File: src/rtl/count_run_ctrl.sv
// ---------------------------------------------------------------------------
// count_run_ctrl
//   Run controller around an internal mod-MOD counter. A start in IDLE latches
//   the wrap target and runs the counter until it has wrapped that many times,
//   then pulses done for one cycle. Abort cancels a run, and an optional hold
//   pauses counting.
//
//   Optional feature macro: COUNT_RUN_CTRL_HOLD_EN
//     defined   : hold_i pauses the run (HOLD state reachable)
//     undefined : hold_i is ignored, state_o never reads 2'b10
//
// Ports
//   clk_i          rising-edge clock
//   rst_ni         asynchronous active-low reset
//   start_i        run request, sampled only in IDLE
//   abort_i        cancel an active run (RUN/HOLD)
//   hold_i         pause counting (only with COUNT_RUN_CTRL_HOLD_EN)
//   wrap_target_i  full wraps per run, latched on an accepted start
//   cnt_out_o      current counter value, 0..MOD-1
//   wrap_cnt_o     wraps completed in the current/last run
//   busy_o         high in RUN or HOLD
//   done_o         one-cycle completion pulse
//   state_o        IDLE=00 RUN=01 HOLD=10 DONE=11
// ---------------------------------------------------------------------------
module count_run_ctrl #(
    parameter int unsigned MOD    = 5,
    parameter int unsigned CNT_W  = 3,
    parameter int unsigned WRAP_W = 4
) (
    input  logic              clk_i,
    input  logic              rst_ni,
    input  logic              start_i,
    input  logic              abort_i,
    input  logic              hold_i,
    input  logic [WRAP_W-1:0] wrap_target_i,
    output logic [CNT_W-1:0]  cnt_out_o,
    output logic [WRAP_W-1:0] wrap_cnt_o,
    output logic              busy_o,
    output logic              done_o,
    output logic [1:0]        state_o
);

    localparam logic [CNT_W-1:0] CNT_LAST = CNT_W'(MOD - 1);

    typedef enum logic [1:0] {
        S_IDLE = 2'b00,
        S_RUN  = 2'b01,
        S_HOLD = 2'b10,
        S_DONE = 2'b11
    } state_e;

    state_e            state_q, state_d;
    logic [CNT_W-1:0]  cnt_q, cnt_d;
    logic [WRAP_W-1:0] wrap_q, wrap_d;
    logic [WRAP_W-1:0] tgt_q, tgt_d;
    logic              busy_q, busy_d;
    logic              done_q, done_d;
    logic              hold_eff;
    logic [WRAP_W-1:0] wrap_inc;

    // Effective pause request
`ifdef COUNT_RUN_CTRL_HOLD_EN
    assign hold_eff = hold_i;
`else
    logic unused_hold;
    assign unused_hold = hold_i;
    assign hold_eff    = 1'b0;
`endif

    assign wrap_inc = wrap_q + WRAP_W'(1);

    // Next-state and datapath update
    always_comb begin
        state_d = state_q;
        cnt_d   = cnt_q;
        wrap_d  = wrap_q;
        tgt_d   = tgt_q;

        unique case (state_q)
            S_IDLE: begin
                // start wins over a simultaneous abort since abort is ignored here
                if (start_i) begin
                    tgt_d   = wrap_target_i;
                    cnt_d   = '0;
                    wrap_d  = '0;
                    state_d = (wrap_target_i != '0) ? S_RUN : S_DONE;
                end
            end
            S_RUN: begin
                if (abort_i) begin
                    state_d = S_IDLE;
                    cnt_d   = '0;
                    wrap_d  = '0;
                end else if (hold_eff) begin
                    state_d = S_HOLD;
                end else if (cnt_q == CNT_LAST) begin
                    cnt_d  = '0;
                    wrap_d = wrap_inc;
                    if (wrap_inc == tgt_q) begin
                        state_d = S_DONE;
                    end
                end else begin
                    cnt_d = cnt_q + CNT_W'(1);
                end
            end
            S_HOLD: begin
                if (abort_i) begin
                    state_d = S_IDLE;
                    cnt_d   = '0;
                    wrap_d  = '0;
                end else if (!hold_eff) begin
                    state_d = S_RUN;
                end
            end
            S_DONE: begin
                state_d = S_IDLE;
            end
            default: begin
                state_d = S_IDLE;
            end
        endcase

        busy_d = (state_d == S_RUN) || (state_d == S_HOLD);
        done_d = (state_d == S_DONE);
    end

    // State and output registers
    always_ff @(posedge clk_i or negedge rst_ni) begin
        if (!rst_ni) begin
            state_q <= S_IDLE;
            cnt_q   <= '0;
            wrap_q  <= '0;
            tgt_q   <= '0;
            busy_q  <= 1'b0;
            done_q  <= 1'b0;
        end else begin
            state_q <= state_d;
            cnt_q   <= cnt_d;
            wrap_q  <= wrap_d;
            tgt_q   <= tgt_d;
            busy_q  <= busy_d;
            done_q  <= done_d;
        end
    end

    assign cnt_out_o  = cnt_q;
    assign wrap_cnt_o = wrap_q;
    assign busy_o     = busy_q;
    assign done_o     = done_q;
    assign state_o    = state_q;

endmodule
File: config.mk
export PLATFORM = sky130hd
export DESIGN_NAME = count_run_ctrl
export DESIGN_NICKNAME = d
export VERILOG_FILES = /design/src/rtl/count_run_ctrl.sv
export SDC_FILE = /design/constraint.sdc
export NUM_CORES = 1
export LEC_CHECK = 0
export CAP_MARGIN = 20
export CORE_AREA = 4 4 45 47
export CTS_CLUSTER_DIAMETER = 50
export CTS_CLUSTER_SIZE = 20
export DETAILED_ROUTE_END_ITERATION = 16
export DIE_AREA = 0 0 49 51
export PLACE_DENSITY = 0.75
export SYNTH_ARGS = -nofsm -noshare
export SYNTH_HDL_FRONTEND = slang
export SYNTH_SLANG_ARGS = --single-unit
export TNS_END_PERCENT = 20
File: constraint.sdc
create_clock -name clk_i -period 2.87 [get_ports clk_i]
set_input_delay 0.4305 -clock clk_i [delete_from_list [all_inputs] [get_ports clk_i]]
set_output_delay 0.4305 -clock clk_i [all_outputs]
set_load 0.05 [all_outputs]
# After elaboration in Yosys (flattened, before gate mapping)
# Cells that the tools add are included.
[word_totals] out_inout_bits=11 latch_bits=0 ff_bits=15 mem_bits_ro=0 mem_bits_rw=0 n_memories=0
[classes] shifts=0 n_bitwise=0 div_mod_pow=0 addsub=2 n_eq_ne=11 magnitude_cmp=0 multipliers=0 n_mux=17 n_reduce_logical=7
[op_table] cell="$mux W4" n=4
[op_table] cell="$mux W3" n=4
[op_table] cell="$pmux W4 S3" n=1
[op_table] cell="$mux W2" n=5
[op_table] cell="$pmux W3 S3" n=1
[op_table] cell="$eq A2 B2 Y1 const B" n=4
[op_table] cell="$pmux W2 S4" n=1
[op_table] cell="$add A4 B1 Y4 const B" n=1
[op_table] cell="$eq A2 B1 Y1 const B" n=2
[op_table] cell="$eq A4 B4 Y1" n=1
[op_table] cell="$ne A2 B2 Y1 const B" n=2
[op_table] cell="$reduce_and A4 Y1" n=1
[op_table] cell="$reduce_bool A4 Y1" n=1
[op_table] cell="$add A3 B1 Y3 const B" n=1
[op_table] cell="$eq A3 B3 Y1 const B" n=1
[op_table] cell="$ne A3 B3 Y1 const B" n=1
[op_table] cell="$reduce_and A3 Y1" n=1
[op_table] cell="$reduce_bool A3 Y1" n=1
[op_table] cell="$logic_not A2 Y1" n=1
[op_table] cell="$reduce_and A2 Y1" n=1
[op_table] cell="$logic_or A1 B1 Y1" n=1
[op_table] cell="$mux W1" n=1

# Longest topological paths before layout
# Gate-level depths: netlist (run 1).
[depth] depth_word=8 ltp_mapped=7 depth_no_buf=7

# Worst setup path before layout (run 1)
# OpenSTA, ideal clock, no wires.
[synth_path] kind="register to register" start="register state_q[0] (netlist: state_o[0])" end="register busy_q (netlist: busy_o)" setup_slack_ps=934 t_arrival_ps=1810 path_buffers=0 required_ps=2744 stages_incl_launch_ff=6 path_cell_list="dfrtp_1 > nor3b_2 > and2_1 > nand4_1 > o21ai_0 > ha_1"
[synth_between] word_cells_on_any_way=12 classes_between="5 x eq/ne; 5 x mux; 2 x reduce/logical"
[synth_lines] item="start, declared" line_no="52" source="state_e state_q, state_d;"
[synth_lines] item="start signal, assigned" line_no="137" source="state_q <= state_d;"
[synth_lines] item="$eq A2 B2 Y1, or another cell as far along" line_no="79" source="unique case (state_q)"
[synth_lines] item="$pmux W2 S4 *" line_no="79"
[synth_lines] item="named net state_d[1]" line_no="52"
[synth_lines] item="$eq A2 B1 Y1 / $eq A2 B2 Y1 (equally long branches)" line_no="123" source="busy_d = (state_d == S_RUN) || (state_d == S_HOLD);"
[synth_lines] item="$logic_or A1 B1 Y1 *" line_no="123"
[synth_lines] item="named net busy_d" line_no="56" source="logic busy_q, busy_d;"
[synth_lines] item="end signal, assigned" line_no="141" source="busy_q <= busy_d;"
[synth_lines] item="end, declared" line_no="56"
# The timed path passes the listed nets; every way through them passes the cells marked *.
# A chain may end at the register's enable or synchronous reset.

# Worst setup path after layout (run 1)
[layout_path] start="register state_q[0] (netlist: state_o[0])" end="output port state_o[0]"
[layout_lines] item="end, declared" line_no="40" source="output logic [1:0] state_o"
# No word-level cell between the ends.

==> results of run 1 <==
cells in the mapped netlist, drive strengths merged (2+ instances only):
| library cell | count | area [µm²] |
|---|---|---|
| o21bai | 2 | 15.01 |
| inv | 3 | 11.26 |
| nor3 | 2 | 10.01 |
| and2 | 2 | 12.51 |
| o21ai | 5 | 25.02 |
| nor3b | 2 | 25.02 |
| or2 | 2 | 12.52 |
| nand2 | 5 | 18.77 |
| ha | 4 | 50.05 |
| o31ai | 2 | 15.01 |
| xor2 | 3 | 26.28 |
| xnor2 | 4 | 35.03 |
| a22o | 3 | 26.28 |
| nor2 | 2 | 7.510 |
| mux2 | 5 | 56.30 |
| dfrtp | 15 | 375.4 |
worst max-delay path by stage:
stage,startpoint,to,depth (start not counted)
after CTS,state_o[0],state_o[0],1
after global routing,state_o[0],state_o[0],1
after global placement,abort_i,busy_o,7
after floorplan,state_o[0],busy_o,5
final,state_o[0],state_o[0],1
after detailed placement,abort_i,busy_o,7
final cells by class:
type                    count  area (µm²)  share of cell area, %
well taps                  17       21.27                  2.114
inverters                   3       11.26                  1.119
repair buffers             19       187.7                  18.66
clock buffers               4       26.28                  2.612
flip-flops and latches     15       375.4                  37.31
multi-input cells          50       384.1                  38.18
state kept, by name, summed over array words and instances, names as in the netlist:
name,cells
busy_o,1
cnt_out_o,3
done_o,1
state_o,2
tgt_q,4
wrap_cnt_o,4
per-layer routing:
metal  wire (µm)  vias up  global-route usage (%)
met1         612      269                   15.74
met3          71        5                   4.082
li1            -      288                       -
met5           0        -                       0
met4          37        0                   8.072
met2         721       14                   23.48
kinds of logic after synthesis:
kind of cell | after synthesis | share of synthesized area [%]
simple gates | 20 | 15.42
flops | 15 | 48.70
compound gates | 14 | 12.66
xor+xnor | 7 | 7.955
mux | 5 | 7.305
fa+ha+maj | 4 | 6.494
buf+inv | 3 | 1.461
power by group through the flow:
stage	clock network (W)	logic, W	registers, W
finish	0.000118	0.000157	0.000258
global route	0.000139	0.000171	0.000263
CTS	0.000123	0.000159	0.000259
detailed placement	0	0.000158	0.000263
global placement	0	0.000156	0.000262
floorplan	0	0.0000704	0.000297
cell usage in the layout (no fill, tap or decap):
cell | netlist | layout
o21ai_0 | 5 | 5
clkbuf_1 | 0 | 1
buf_4 | 0 | 1
nand2b_1 | 1 | 1
o21bai_1 | 2 | 2
nand3_1 | 1 | 1
nor2_1 | 2 | 2
clkbuf_4 | 0 | 3
nor4_1 | 1 | 1
dfrtp_1 | 15 | 15
or3b_2 | 1 | 1
clkdlybuf4s50_1 | 0 | 18
a22o_1 | 3 | 3
or2_2 | 1 | 1
mux2_2 | 5 | 5
nor3b_2 | 2 | 2
o41ai_1 | 1 | 1
or2_1 | 1 | 1
o31ai_1 | 2 | 2
xor2_1 | 3 | 3
xnor2_1 | 4 | 4
nand4_1 | 1 | 1
nor3_1 | 2 | 2
inv_1 | 3 | 3
and2_1 | 2 | 2
nand2_1 | 5 | 5
ha_1 | 4 | 4
a21boi_1 | 1 | 1
through the flow:
step | cells | util (%) | hold WS (ps) | total power [W] | worst slack [ps]
global route | 108 | 60.91 | 549.6 | 0.0005734 | 743.1
detailed placement | 104 | 59.32 | 509.3 | 0.0004213 | 696.0
floorplan | 68 | - | 134.9 | 0.0003672 | 934.5
global placement | 104 | 59.32 | 494.9 | 0.0004176 | 704.5
finish | 108 | 60.91 | 514.5 | 0.0005326 | 817.3
CTS | 108 | 60.91 | 519.8 | 0.0005408 | 808.3
==> impl_metrics.toml, run 1 <==
[synth]
ys_seq_area_share_pct = 48.70
syn_avg_cell_area_um2 = 11.33
dominantRegCellSynth = "dfrtp_1"
syn_area_um2 = 770.7
netlist_instances = 68
synthDistinctLibCells = 24
ys_ff_latch = 15
async_flop_share_pct = 100.0
syn-num-nets = 81
synth_edf_count = 0
yosysWarnings = 0

[grt]
grt_pass1_wl_mm = 2.649
globalRouteOverflowTotal = 0
grt_use_total_pct = 13.99
grt_max_degree = 16
grt_pass1_vias = 591
antenna_found_initial = 0

[detailed_routing]
dr.pass1.iters = 4
via_count = 576
drt.antenna.violating_nets = 0
post_drt_wl_per_cell_um = 13.35
vias_per_cell = 5.333
drcViolationCount = 0
drt-initial-drc-count = 10
drt-total-wl_mm = 1.442

[run_status]
status = "finished clean"

[power]
p_seq_share_pct = 48.4
vdd_drop_max_mv = 0.2620
p_sw_w = 0.0001693
p_sw_share_pct = 31.78
combPwrFrac_pct = 29.4
internal_power_w = 0.0003633
clkPwrFrac_pct = 22.1
power_density_nw_per_um2 = 529.4
p_leak_nw = 0.4464

[sta]
finalMaxSlewViolations = 0
clock.fmax_mhz = 487.2
max_slew_margin_pct = 56.51
tns_ps = 0
worstMarginPinSlew_ps = 650.3
finalCritPeriodShare_pct = 71.52
finalHoldViolCount = 0
rsz0062_at_grt = "no"
fin_skew_ps = 2.884
min_period_ps = 2053
setup_viol = 0

[final_layout]
fillers = 148
stdcell_area_um2 = 1006
areaGrowthSynthToFinish_pct = 30.52
nets = 105
n_antenna_cell = 0
layout-drive-gt1-share_pct = 14.29

[clock_tree]
clk_latency_ps = 280
cts-root-buf = "clkbuf_4"
h-tree-depth = 1
cts-hold-fix-buffers = 0
post-cts-setup-buffers = 0
cts_resized = 0
clockBufferDepth = 2
clk_pin_slew_worst_paths_ps = 80
tritoncts = "built"
cts_sinks = 15
cts_buffers = 3

[worst_setup_path]
arrival_ps = 1620
worstReg2RegEnd = "busy_o"
crit_path_max_fanout = 8
max_stage_delay_ps = 860
critical_path_buf_inv_count = 1
rr_worst_depth = 7
cp-start-kind = "flip-flop"
worstPathRequired_ps = 2440
rr_startpoint = "cnt_out_o[0]"
endpoint_kind = "output pin"
critPathTopFamily = "buffers and inverters"
crit_chain = "clkdlybuf4s50_1"
r2r_slack_ps = 1150
crit_slowest_cell = "clkdlybuf4s50_1"
crit_type = "reg -> out"

[hold_path]
min-delay-start = "cnt_out_o[2]"
hold_class = "reg -> reg"
min_to = "cnt_out_o[2]"
worstHoldPathCells = 1

[placement]
port_buffers = 18
place_area_um2 = 979.7
gp_congestion = 0.7170

[floorplanning]
fp-row-count = 15
start_util_pct = 46.67
fp.coreArea_um2 = 1652
die_w_um = 49
io_pins = 20
die_h_um = 51
dieArea_um2 = 2499

[job]
cap_violations = 0
Power figures use the tool's default switching activity.
==> inputs of run 2 (changes only) <==
--- a/config.mk
+++ b/config.mk
@@ -6,12 +6,12 @@
 export NUM_CORES = 1
 export LEC_CHECK = 0
 export CAP_MARGIN = 20
-export CORE_AREA = 4 4 45 47
+export CORE_AREA = 4 4 48 50
 export CTS_CLUSTER_DIAMETER = 50
 export CTS_CLUSTER_SIZE = 20
 export DETAILED_ROUTE_END_ITERATION = 16
-export DIE_AREA = 0 0 49 51
-export PLACE_DENSITY = 0.75
+export DIE_AREA = 0 0 52 54
+export PLACE_DENSITY = 0.69
 export SYNTH_ARGS = -nofsm -noshare
 export SYNTH_HDL_FRONTEND = slang
 export SYNTH_SLANG_ARGS = --single-unit
==> constraint.sdc (replaced) <==
create_clock -name clk_i -period 1.65 [get_ports clk_i]
set_input_delay 0.2475 -clock clk_i [delete_from_list [all_inputs] [get_ports clk_i]]
set_output_delay 0.2475 -clock clk_i [all_outputs]
set_load 0.05 [all_outputs]
==> run 2 against run 1 <==
  * First-iteration DRC count is 40% lower
  * Critical path depth is 6 higher
  * Sequential power is 74% higher
  * Worst setup slack worse by 730 ps
  * Clock-buffer cell count stayed put
  * Global-route usage is 0.39 points lower
  * Sequential share of layout area is 2.4 points lower
  * Die area is 12% higher
  * Critical path type is now reg -> reg
==> impl_metrics.toml, run 2 (synthesis gave the netlist of run 1 again) <==
[run_status]
status = "finished clean"

[hold_path]
hold_class = "in -> async"

[detailed_routing]
drcViolationCount = 0
via_count = 622
drt-total-wl_mm = 1.618
vias_per_cell = 4.822
post_drt_wl_per_cell_um = 12.54
drt.antenna.violating_nets = 0
drt-initial-drc-count = 6
dr.pass1.iters = 2

[worst_setup_path]
r2r_slack_ps = 90
crit_start = "cnt_out_o[0]"
cp-start-kind = "flip-flop"
rr_startpoint = "cnt_out_o[0]"
crit_type = "reg -> reg"
endpoint_kind = "flip-flop"
worstPathRequired_ps = 1820
crit_path_max_fanout = 3
arrival_ps = 1730

[sta]
min_period_ps = 1560
tns_ps = 0
fin_skew_ps = 1.477
finalMaxSlewViolations = 0
finalHoldViolCount = 0
clock.fmax_mhz = 640.9
worstMarginPinSlew_ps = 268.9
finalCritPeriodShare_pct = 94.56
setup_viol = 0
whs_ps = 279.0
worst_slack_ps = 89.71
rsz0062_at_grt = "no"
max_slew_margin_pct = 81.84

[power]
p_leak_nw = 0.5192
power_density_nw_per_um2 = 883.8
vdd_drop_max_mv = 0.5888

[placement]
place_ws_ps = -164.4
port_buffers = 18
gp_congestion = 0.7056
hpwl_mm = 1.314
place_area_um2 = 1061

[clock_tree]
cts_buffers = 3
clk_latency_ps = 280
cts-hold-fix-buffers = 0
h-tree-depth = 1
clockBufferDepth = 2
cts-root-buf = "clkbuf_4"
cts_sinks = 15
clk_pin_slew_worst_paths_ps = 90
tritoncts = "built"

[final_layout]
stdcell_area_um2 = 1096
areaGrowthSynthToFinish_pct = 42.21
n_antenna_cell = 0
fillers = 177
final_cell_mix = "buf_4, dfrtp_1, clkdlybuf4s50_1, dfrtp_2"
register_area_um2 = 382.9
post-route-util_pct = 57.63
nets = 116
multi_input_area_um2 = 399.1
layout_commonest_cell = "buf_4"
layout-drive-gt1-share_pct = 44.12

[grt]
grt_pass1_wl_mm = 2.801
grt_max_degree = 16
antenna_found_initial = 0
grt_pass1_vias = 651
globalRouteOverflowTotal = 0
grt_use_total_pct = 13.61

[floorplanning]
fp-row-count = 16
start_util_pct = 40.53
die_w_um = 52
die_h_um = 54
io_pins = 20
dieArea_um2 = 2808
fp.coreArea_um2 = 1902

[job]
cap_violations = 0
==> run 2: changes by cell type in the layout (fill, tap and decap cells not counted), sizes merged <==
cell	change
buf	+22
clkdlybuf4s50	-11
==> run 2: worst paths after layout <==
check,end,cells past startpoint
min in group clk_i,cnt_out_o[2],1
worst max register to register,busy_o,7
worst max-delay path,busy_o,7
max in group asynchronous,wrap_cnt_o[0],2
worst min-delay path,cnt_out_o[2],2
worst min register to register,cnt_out_o[2],1
==> run 2: worst max-delay path, stage by stage, from the launching register on <==
cell and delay, ps:
dfrtp_2 420, inv_2 50, ha_1 160, and2_4 160, and2_4 140, nand4_1 100, o21ai_2 160, ha_1 250
==> run 2: cell type report <==
cell class	instances	area share [%]
Timing Repair Buffer	30	22.15
Multi-Input combinational cell	50	36.42
Tap cell	27	3.082
Inverter	3	1.027
Sequential cell	15	34.93
Clock buffer	4	2.397
==> run 2: stage by stage <==
step                      cells   power, W
after CTS                   129  0.0009801
after floorplan              68  0.0006463
after global routing        129   0.001033
after global placement      125  0.0007593
after detailed placement    125  0.0007704
final                       129  0.0009687
==> run 2: timing repair <==
item	CTS	global route
setup endpoints to repair	0	2
gates resized for setup	0	3
setup buffers	0	0
==> run 2: report_power, final <==
group          switching (W)  internal (W)  leakage (nW)
sequential         0.0000356      0.000413         0.186
combinational       0.000162      0.000151         0.318
clock               0.000114     0.0000937        0.0150
==> run 2: layer usage <==
| metal | share of wire (%) | track usage, % | vias to the layer above |
|---|---|---|---|
| met3 | 4.8 | 3.878 | 2 |
| li1 | - | - | 311 |
| met2 | 53 | 24.27 | 12 |
| met4 | 0.74 | 5.240 | 0 |
| met1 | 41 | 15.28 | 297 |
| met5 | 0 | 0 | - |
